==> src/rtl/int16_to_fpa_conv.sv <==
// int16_to_fpa_conv
// Sequential converter from a signed 16-bit two's-complement integer to an
// IEEE754 half-precision value (1 sign / 5 exponent / 10 mantissa bits).
// It normalises the magnitude with one left shift per cycle and uses
// valid/ready handshakes on both the input and the output side.
//
// Ports:
//   clk_34          clock; all state updates happen on the rising edge
//   rst_34          synchronous, active-high reset
//   Int_In_34       signed operand
//   In_Valid_34     operand valid
//   In_Ready_34     converter can accept an operand (high only in IDLE)
//   FPOUT_34        FP16 result {sign, exp[4:0], mant[9:0]}
//   Out_Valid_34    result and flags are valid
//   Out_Ready_34    consumer accepts the result
//   Inexact_Flag_34 nonzero bits were discarded or rounded
//   Zero_Flag_34    operand was zero
//
// Build option:
//   FPA_CONV_RNE_EN  when defined, PACK rounds to nearest-even;
//                    otherwise the magnitude is truncated toward zero.
module int16_to_fpa_conv #(
  parameter int unsigned BIAS = 15
) (
  input  logic        clk_34,
  input  logic        rst_34,
  input  logic [15:0] Int_In_34,
  input  logic        In_Valid_34,
  output logic        In_Ready_34,
  output logic [15:0] FPOUT_34,
  output logic        Out_Valid_34,
  input  logic        Out_Ready_34,
  output logic        Inexact_Flag_34,
  output logic        Zero_Flag_34
);

  localparam int unsigned MAG_W = 16;
  localparam int unsigned EXP_W = 5;
  localparam int unsigned MAN_W = 10;
  // Exponent of a magnitude whose MSB already sits in bit 15.
  localparam logic [EXP_W-1:0] EXP_INIT = EXP_W'(15 + BIAS);

  typedef enum logic [1:0] {
    IDLE = 2'd0,
    NORM = 2'd1,
    PACK = 2'd2,
    HOLD = 2'd3
  } state_e;

  state_e             state_q, state_d;
  logic [MAG_W-1:0]   mag_q, mag_d;
  logic [EXP_W-1:0]   exp_q, exp_d;
  logic               sign_q, sign_d;
  logic [15:0]        fpout_q, fpout_d;
  logic               out_valid_q, out_valid_d;
  logic               in_ready_q, in_ready_d;
  logic               inexact_q, inexact_d;
  logic               zero_q, zero_d;

  logic [MAN_W-1:0]   mant_c;
  logic               guard_c;
  logic               sticky_c;
  logic [MAN_W-1:0]   mant_fin_c;
  logic [EXP_W-1:0]   exp_fin_c;
  logic [MAG_W-1:0]   abs_in_c;
`ifdef FPA_CONV_RNE_EN
  logic [MAN_W:0]     mant_inc_c;
`endif

  // Magnitude of the incoming operand; -32768 maps naturally to 16'h8000.
  always_comb begin
    abs_in_c = Int_In_34[15] ? MAG_W'(~Int_In_34 + 16'd1) : Int_In_34;
  end

  // Mantissa extraction and optional rounding from the normalised magnitude.
  always_comb begin
    mant_c     = mag_q[14:5];
    guard_c    = mag_q[4];
    sticky_c   = |mag_q[3:0];
    mant_fin_c = mant_c;
    exp_fin_c  = exp_q;
`ifdef FPA_CONV_RNE_EN
    mant_inc_c = {1'b0, mant_c} + (MAN_W+1)'(1);
    if (guard_c && (sticky_c || mant_c[0])) begin
      // Carry out of the mantissa bumps the exponent; max reachable is 30.
      mant_fin_c = mant_inc_c[MAN_W-1:0];
      if (mant_inc_c[MAN_W]) begin
        exp_fin_c = exp_q + EXP_W'(1);
      end
    end
`endif
  end

  // Next-state and registered-output logic.
  always_comb begin
    state_d     = state_q;
    mag_d       = mag_q;
    exp_d       = exp_q;
    sign_d      = sign_q;
    fpout_d     = fpout_q;
    out_valid_d = out_valid_q;
    inexact_d   = inexact_q;
    zero_d      = zero_q;

    unique case (state_q)
      IDLE: begin
        if (In_Valid_34 && in_ready_q) begin
          sign_d  = Int_In_34[15];
          mag_d   = abs_in_c;
          exp_d   = EXP_INIT;
          state_d = (Int_In_34 == 16'h0000) ? PACK : NORM;
        end
      end
      NORM: begin
        if (mag_q[MAG_W-1]) begin
          state_d = PACK;
        end else begin
          mag_d = {mag_q[MAG_W-2:0], 1'b0};
          exp_d = exp_q - EXP_W'(1);
        end
      end
      PACK: begin
        // A nonzero operand always leaves NORM with bit 15 set, so a zero
        // magnitude here identifies the zero operand.
        if (mag_q == '0) begin
          fpout_d   = 16'h0000;
          inexact_d = 1'b0;
          zero_d    = 1'b1;
        end else begin
          fpout_d   = {sign_q, exp_fin_c, mant_fin_c};
          inexact_d = guard_c | sticky_c;
          zero_d    = 1'b0;
        end
        out_valid_d = 1'b1;
        state_d     = HOLD;
      end
      HOLD: begin
        if (Out_Ready_34) begin
          out_valid_d = 1'b0;
          state_d     = IDLE;
        end
      end
      default: begin
        state_d = IDLE;
      end
    endcase

    in_ready_d = (state_d == IDLE);
  end

  // State and output registers.
  always_ff @(posedge clk_34) begin
    if (rst_34) begin
      state_q     <= IDLE;
      mag_q       <= '0;
      exp_q       <= '0;
      sign_q      <= 1'b0;
      fpout_q     <= 16'h0000;
      out_valid_q <= 1'b0;
      in_ready_q  <= 1'b1;
      inexact_q   <= 1'b0;
      zero_q      <= 1'b0;
    end else begin
      state_q     <= state_d;
      mag_q       <= mag_d;
      exp_q       <= exp_d;
      sign_q      <= sign_d;
      fpout_q     <= fpout_d;
      out_valid_q <= out_valid_d;
      in_ready_q  <= in_ready_d;
      inexact_q   <= inexact_d;
      zero_q      <= zero_d;
    end
  end

  assign In_Ready_34     = in_ready_q;
  assign FPOUT_34        = fpout_q;
  assign Out_Valid_34    = out_valid_q;
  assign Inexact_Flag_34 = inexact_q;
  assign Zero_Flag_34    = zero_q;

endmodule

==> config.mk <==
export PLATFORM = sky130hd
export DESIGN_NAME = int16_to_fpa_conv
export DESIGN_NICKNAME = d
export VERILOG_FILES = /design/src/rtl/int16_to_fpa_conv.sv
export SDC_FILE = /design/constraint.sdc
export NUM_CORES = 1
export LEC_CHECK = 0
export ABC_AREA = 0
export BUFFER_PORTS_ARGS = -buffer_cell sky130_fd_sc_hd__buf_2
export CORE_AREA = 2 2 63 65
export CTS_BUF_LIST = sky130_fd_sc_hd__clkbuf_8
export DETAILED_ROUTE_END_ITERATION = 16
export DIE_AREA = 0 0 65 67
export GPL_TIMING_DRIVEN = 0
export PLACE_DENSITY = 0.91
export SLEW_MARGIN = 10
export SYNTH_ARGS = -nofsm -noshare
export SYNTH_HDL_FRONTEND = slang
export SYNTH_SLANG_ARGS = --single-unit
==> constraint.sdc <==
create_clock -name clk_34 -period 3.55 [get_ports clk_34]
set_input_delay 0.71 -clock clk_34 [delete_from_list [all_inputs] [get_ports clk_34]]
set_output_delay 0.71 -clock clk_34 [all_outputs]
set_load 0.05 [all_outputs]
* Word-level counts from Yosys, hierarchy flattened
Cells that the tools add are included.
** Operators by class
- Reduce and logical (&&, ||, !) cells :: 12
- Multiplexer cells :: 17
- Bitwise gates (word level) :: 2
- Equal/unequal tests :: 6
- Add/sub/neg operators :: 2
** Operator list (number)
- $mux 16 :: 4
- $logic_not 16->1 :: 2
- $pmux 16 s2 :: 1
- $add 16x1->16 const B :: 1
- $not 16->16 :: 1
- $mux 5 :: 2
- $pmux 5 s2 :: 1
- $mux 2 :: 4
- $pmux 2 s4 :: 1
- $ne 2x2->1 const B :: 3
- $reduce_and 2->1 :: 3
- $sub 5x1->5 const B :: 1
- $eq 2x2->1 const B :: 2
- $logic_not 2->1 :: 2
- $reduce_bool 2->1 :: 2
- $reduce_or 4->1 :: 1
- $mux 1 :: 3
- $reduce_and 3->1 :: 1
- $eq 2x1->1 const B :: 1
- $pmux 1 s2 :: 1
- $logic_and 1x1->1 :: 1
- $or 1x1->1 :: 1
** Word-level totals
- Input port bits :: 20
- Register bits after elaboration :: 44
- Word-level logic and storage cells :: 49
- Output and inout port bits :: 20

* Longest topological paths before layout
Gate-level depths: netlist (run 1).
- Depth in word-level cells :: 5
- Gate-level depth with buffers :: 7
- Depth with buffers taken out :: 6

* Least setup slack after synthesis (run 1)
Ideal clock, no wire load.
- Path type :: in2reg
- From :: in Int_In_34[0]
- To :: reg in_ready_q (netlist: In_Ready_34)
- Arrival :: 2344 ps
- Path buffers :: 1
- Path slack :: 1120 ps
- Cell stages on the path :: 7
- Data required time :: 3464 ps
- Setup time :: 86 ps
- Cells stage by stage :: inv_1 ha_1 or3b_1 clkbuf_1 or2_2 or4_4 a221oi_2
** On the way
- Cells in the longest elaborated chain, start to end :: 5
** Ends and longest elaborated chain
- from (decl) :: line 27 : input logic [15:0] Int_In_34,
- $logic_not 16->1 :: line 111 : state_d = (Int_In_34 == 16'h0000) ? PACK : NORM;
- $mux 2 :: line 111
- $mux 2 :: line 107 : if (In_Valid_34 && in_ready_q) begin
- $pmux 2 s4 :: line 105 : unique case (state_q)
- $logic_not 2->1 :: line 148 : in_ready_d = (state_d == IDLE);
- to (signal assigned) :: line 170 : in_ready_q <= in_ready_d;
- to (decl) :: line 56 : logic in_ready_q, in_ready_d;
No other way between the ends.
A chain may end at the register's enable or synchronous reset.

* Final worst setup path (run 1)
Ends and elaborated chain as after synthesis.

==> out/results.ini, run 1 <==
[clock_network]
cts_setup_buffers=0
cts_resized=0
cts_inserted_buffers=5
h-tree-depth=2
cts_tree=yes
ctsHoldBuffers=0
cts.sink_count=44
cts_buffer_depth=2
clkLatencyLatePin_ns=0.30
clkTransAtPathRegs_ns=0.09
cts_root_buf=clkbuf_8

[worst_setup_path]
reg2regPathDepth=5
arrival_ns=2.65
rrSetupSlack_ns=1.50
crit_fanout=8
r2r-end=mag_q[3]$_SDFFE_PP0P_
required_ns=3.77
start_kind=input port
r2r-start=state_q[1]$_SDFF_PP0_
setup.worst_path.end_class=register
worstSetupPathType=in2reg

[min_path]
holdPathStages=2
hold_class=reg2reg
min-delay-start=FPOUT_34[7]$_SDFFE_PP0P_
min_to=FPOUT_34[7]$_SDFFE_PP0P_

[die]
core_um2=3610
core.rowCount=22
die_y_um=67
die_area_um2=4360
pin_count=40
start_util_pct=59.5
die_x_um=65

[route]
dr_total_vias=2139
drt-wirelength-per-cell_um=16.2
first_pass_iters=5
ant_nets=0
wirelength_mm=5.57
drtIter0Drc=199
vias_per_cell=6.24
drcViolationCount=0

[global_route]
overflow=0
grt_antenna_before_repair=0
grt_pass1_wl_mm=9.27
grt_max_degree=15
track_usage_pct=27.7
grt_pass1_vias=2089

[yosys]
syn-num-nets=270
synthDominantCellAreaShare_pct=41.1
yosysWarningCount=0
synth_seq_cells=44
synth-async-reset-ratio_pct=0
synth_area_leader_cell=dfxtp_1
yosysSeqAreaShare_pct=41.1
ys_top_cells_by_count=44 x dfxtp_1, 23 x nor2_1, 22 x nand2_1
avgSynthCellArea_um2=8.65
synth_cell_type_count=49
netlist_area_um2=2140
synth_edf_count=0
synth-main-ff-cell=dfxtp_1
syn_inst=248
synth_area_leaders=dfxtp_1 41%, a22o_1 4.9%, nor2_1 4.0%, nand2_1 3.9%, a21oi_1 3.3%
post-synth-top-count-cell=dfxtp_1

[timing]
tns_ns=0
maxSlewViolCount=0
setup_viol=0
slew_headroom_pct=63.3
clock.fmax_mhz=412
finalClockSkew_ns=0.0101
fin_crit_sh_pct=68.4
min_period_ns=2.43
hold_viol=0
rsz0062_at_grt=false
tightest_slew_ns=0.549

[layout]
area_delta_synth_final_pct=17.6
fin_nets=316
stdcell_count=343
fin_util_pct=69.9
antenna_cells=0
drive_above_1_share_pct=20.0

[placement]
portBuffers=39
place_inst=335
hpwl_mm=4.06
finalWeightedCongestion=0.927

[power_and_ir_drop]
p_per_area_nw_per_um2=715
power_mw=1.80
power_switching_mw=0.711
switching_share_pct=39.5
pwr-share-seq_pct=40.9
pwr-share-comb_pct=36.7
vdd_ir_drop_max_mv=0.455
leakage_nw=0.985
intPower_mw=1.09
clockPowerShare_pct=22.4

[job]
max-cap-violations=0

[outcome]
outcome=completed

kinds of logic after synthesis:
logic type               after synthesis  synth area share (%)
AND/OR/NAND/NOR                       94                  24.0
AO/OA/AOI/OAI                         72                  24.2
flip-flops                            44                  41.1
buffers and inverters                 23                  4.03
XOR/XNOR                              11                  4.49
multiplexers                           2                 0.992
adder cells (fa/ha/maj)                2                  1.17
through the flow:
| step | area [um2] | setup WS [ns] | hold slack (ns) |
|---|---|---|---|
| floorplan | 2140 | 1.12 | 0.437 |
| global placement | 2400 | 0.876 | 0.443 |
| detailed placement | 2400 | 0.816 | 0.447 |
| CTS | 2520 | 1.12 | 0.459 |
| global route | 2520 | 1.01 | 0.489 |
| finish | 2520 | 1.12 | 0.456 |
layout make-up:
| type | count | area, um2 |
|---|---|---|
| plain buffers | 19 | 71.3 |
| clock buffers | 6 | 82.6 |
| clock inverters | 2 | 38.8 |
| fillers | 307 | 1080 |
| inverters | 4 | 15.0 |
| multi-input cells | 181 | 1180 |
| flip-flops and latches | 44 | 881 |
| well taps | 48 | 60.1 |
| repair buffers | 39 | 195 |
worst max-delay path, stage by stage:
cell and delay (ns):
buf_2 0.13, inv_1 0.06, ha_1 0.15, or3b_1 0.34, clkbuf_1 0.21, or2_2 0.36
or4_4 0.43, a221oi_2 0.26
metal layers:
layer / part of all wire [%] / global-route usage (%)
met5: 0 / 0
met4: 3.7 / 10.1
met3: 8.2 / 5.41
met2: 48 / 49.7
met1: 40 / 32.7
worst max path at each step:
| stage | start | to | slack (ns) | cells after the start |
|---|---|---|---|---|
| 5_1_grt | Int_In_34[0] | In_Ready_34$_SDFF_PP1_ | 1.01 | 8 |
| 2_1_floorplan | Int_In_34[0] | In_Ready_34$_SDFF_PP1_ | 1.12 | 7 |
| 3_3_place_gp | Int_In_34[0] | In_Ready_34$_SDFF_PP1_ | 0.88 | 8 |
| 3_5_place_dp | Int_In_34[0] | In_Ready_34$_SDFF_PP1_ | 0.82 | 8 |
| 4_1_cts | Int_In_34[0] | In_Ready_34$_SDFF_PP1_ | 1.12 | 8 |
| 6_report | Int_In_34[0] | In_Ready_34$_SDFF_PP1_ | 1.12 | 8 |
power by group through the flow:
stage / Clock (mW) / Sequential, mW / Combinational [mW]
finish: 0.404 / 0.737 / 0.660
global route: 0.428 / 0.747 / 0.725
global placement: 0 / 0.736 / 0.619
CTS: 0.405 / 0.729 / 0.647
floorplan: 0 / 0.755 / 0.445
detailed placement: 0 / 0.740 / 0.637
cell usage in the layout (no fill, tap or decap), types with 5 or more instances in the layout:
| cell | n |
|---|---|
| or4_1 | 6 |
| clkbuf_1 | 17 |
| a211oi_1 | 7 |
| a22oi_1 | 5 |
| clkbuf_8 | 6 |
| nor3_1 | 5 |
| nor2_1 | 23 |
| o21ai_0 | 10 |
| o41ai_1 | 5 |
| a21oi_1 | 14 |
| or3_1 | 5 |
| buf_2 | 39 |
| a22o_1 | 12 |
| dfxtp_1 | 44 |
| xor2_1 | 6 |
| nand2_1 | 22 |
| xnor2_1 | 5 |
sequential cells by signal, indices dropped and copies added, names as in the netlist:
signal / count
FPOUT_34: 16
In_Ready_34: 1
Inexact_Flag_34: 1
Out_Valid_34: 1
Zero_Flag_34: 1
exp_fin_c: 5
mag_q: 16
sign_q: 1
state_q: 2
(Power assumes the default switching activity.)
==> inputs of run 2 (changes only) <==
Settings changed: CORE_AREA 2 2 63 65 to 2 2 68 70, DIE_AREA 0 0 65 67 to 0 0 70 72, PLACE_DENSITY 0.91 to 0.83.
Clock period 3.55 ns to 1.99 ns, I/O delays scaled along.
==> out/results.ini, run 2 (synthesis results as in run 1) <==
[clock_network]
cts_setup_buffers=0  ; unchanged
cts_inserted_buffers=5  ; unchanged
clkLatencyLatePin_ns=0.30  ; about the same
h-tree-depth=2  ; unchanged
cts.sink_count=44  ; unchanged
ctsHoldBuffers=0  ; unchanged
cts_tree=yes
cts_root_buf=clkbuf_8
cts_buffer_depth=2  ; unchanged
clkTransAtPathRegs_ns=0.08  ; about the same

[die]
die_y_um=72  ; +7.5%
die_x_um=70  ; +7.7%
pin_count=40  ; unchanged
start_util_pct=50.3  ; -9.2 points
die_area_um2=5040  ; +16%
core.rowCount=24  ; +9.1%
core_um2=4260  ; +18%

[route]
wirelength_mm=5.22  ; -6.3%
drcViolationCount=0  ; unchanged
drtIter0Drc=182  ; -8.5%
dr_total_vias=2042  ; -4.5%
ant_nets=0  ; unchanged
first_pass_iters=4  ; -1
drt-wirelength-per-cell_um=15.0  ; -7.4%
vias_per_cell=5.88  ; -5.6%

[worst_setup_path]
crit_fanout=8  ; unchanged
arrival_ns=2.14  ; -0.51 ns
path_buf_inv=3  ; unchanged
crit_chain=buf_2, inv_4, ha_4, or3b_4, buf_8, or2_4, or4_4, a221oi_2
setup.worst_path.end_class=register
crit_family=simple AND/OR/NAND/NOR gates
worstSetupPathType=in2reg
start_kind=input port
critPathMaxStageDelay_ns=0.43  ; about the same
required_ns=2.21  ; -1.56 ns
crit_path_top_delay_cell=or4_4

[timing]
clock.fmax_mhz=520
tns_ns=0  ; unchanged
finalClockSkew_ns=0.00487  ; -0.00521 ns
setup_viol=0  ; unchanged
maxSlewViolCount=0  ; unchanged
slew_headroom_pct=63.9  ; +0.57 points
rsz0062_at_grt=false
min_period_ns=1.92
hold_viol=0  ; unchanged
fin_crit_sh_pct=96.5
tightest_slew_ns=0.535  ; -0.0136 ns

[layout]
area_delta_synth_final_pct=20.5
antenna_cells=0  ; unchanged
final_common_cell=dfxtp_1
fin_nets=316  ; unchanged
final_cell_mix=44 x dfxtp_1, 39 x buf_2, 23 x nor2_1
regArea_um2=881  ; unchanged
n_fill_cell=402  ; +31%
fin_util_pct=60.6  ; -9.3 points
drive_above_1_share_pct=23.4  ; +3.4 points
multi_input_area_um2=1210  ; +3.0%

[power_and_ir_drop]
vdd_ir_drop_max_mv=0.385  ; -15%
p_per_area_nw_per_um2=1220  ; +71%
leakage_nw=1.01  ; +2.5%

[global_route]
grt_pass1_wl_mm=8.65  ; -6.6%
overflow=0  ; unchanged
grt_max_degree=14  ; -1
grt_pass1_vias=1857  ; -11%
track_usage_pct=21.4  ; -6.4 points
grt_antenna_before_repair=0  ; unchanged

[outcome]
outcome=completed

[placement]
finalWeightedCongestion=0.853  ; -7.9%
portBuffers=39  ; unchanged
hpwl_mm=3.95  ; -2.7%

[min_path]
hold_class=in2reg

[job]
max-cap-violations=0  ; unchanged

## run 2: timing repair
item,in CTS,in global routing
resized for setup,1,13
endpoints found under the hold margin,0,0
endpoints found under the setup margin,10,18
pin swaps,0,2
## run 2: area by class of cell
cell class / count / share of cell area (%)
sequential: 44 / 34.1
multi-input combinational: 181 / 46.9
timing repair buffer: 39 / 7.80
tap: 52 / 2.52
inverter: 4 / 1.16
clock buffer: 5 / 2.66
clock inverter: 3 / 1.50
buffer: 19 / 3.34
## run 2: worst reg2reg max path: stages, from the launching register on
cell	delay [ns]
dfxtp_1	0.33
or4_1	0.61
nor3_2	0.23
a211oi_1	0.13
buf_2	0.21
a22o_1	0.26
## run 2: worst paths after layout
check,from,endpoint,slack [ns],depth (start not counted)
worst max-delay path,Int_In_34[1],In_Ready_34$_SDFF_PP1_,0.07,8
worst max register to register,mag_q[1]$_SDFFE_PP0P_,FPOUT_34[14]$_SDFFE_PP0P_,0.12,5
worst min-delay path,Int_In_34[6],mag_q[6]$_SDFFE_PP0P_,0.41,3
worst min register to register,FPOUT_34[0]$_SDFFE_PP0P_,FPOUT_34[0]$_SDFFE_PP0P_,0.45,2
## run 2: through the flow
| step | setup slack (ns) | hold slack [ns] | cell area [um2] | cells | power, mW |
|---|---|---|---|---|---|
| global route | 0.0186 | 0.408 | 2580 | 347 | 3.37 |
| floorplan | -0.00621 | 0.437 | 2180 | 248 | 2.15 |
| finish | 0.0687 | 0.405 | 2580 | 347 | 3.16 |
| CTS | 0.0185 | 0.402 | 2550 | 347 | 3.11 |
| detailed placement | -0.287 | 0.446 | 2440 | 339 | 2.46 |
| global placement | -0.275 | 0.443 | 2440 | 339 | 2.42 |
## run 2: power breakdown
part / internal, mW / switching, mW / total (mW)
Clock: 0.367 / 0.295 / 0.663
Combinational: 0.467 / 0.711 / 1.18
Sequential: 1.09 / 0.225 / 1.32
Total: 1.93 / 1.23 / 3.16
## run 2: routing by layer
metal  GRT usage, %  wire (um)
met5              0          0
met4           6.84         77
met3           4.44        346
met2           35.2       2420
met1           28.3       2370
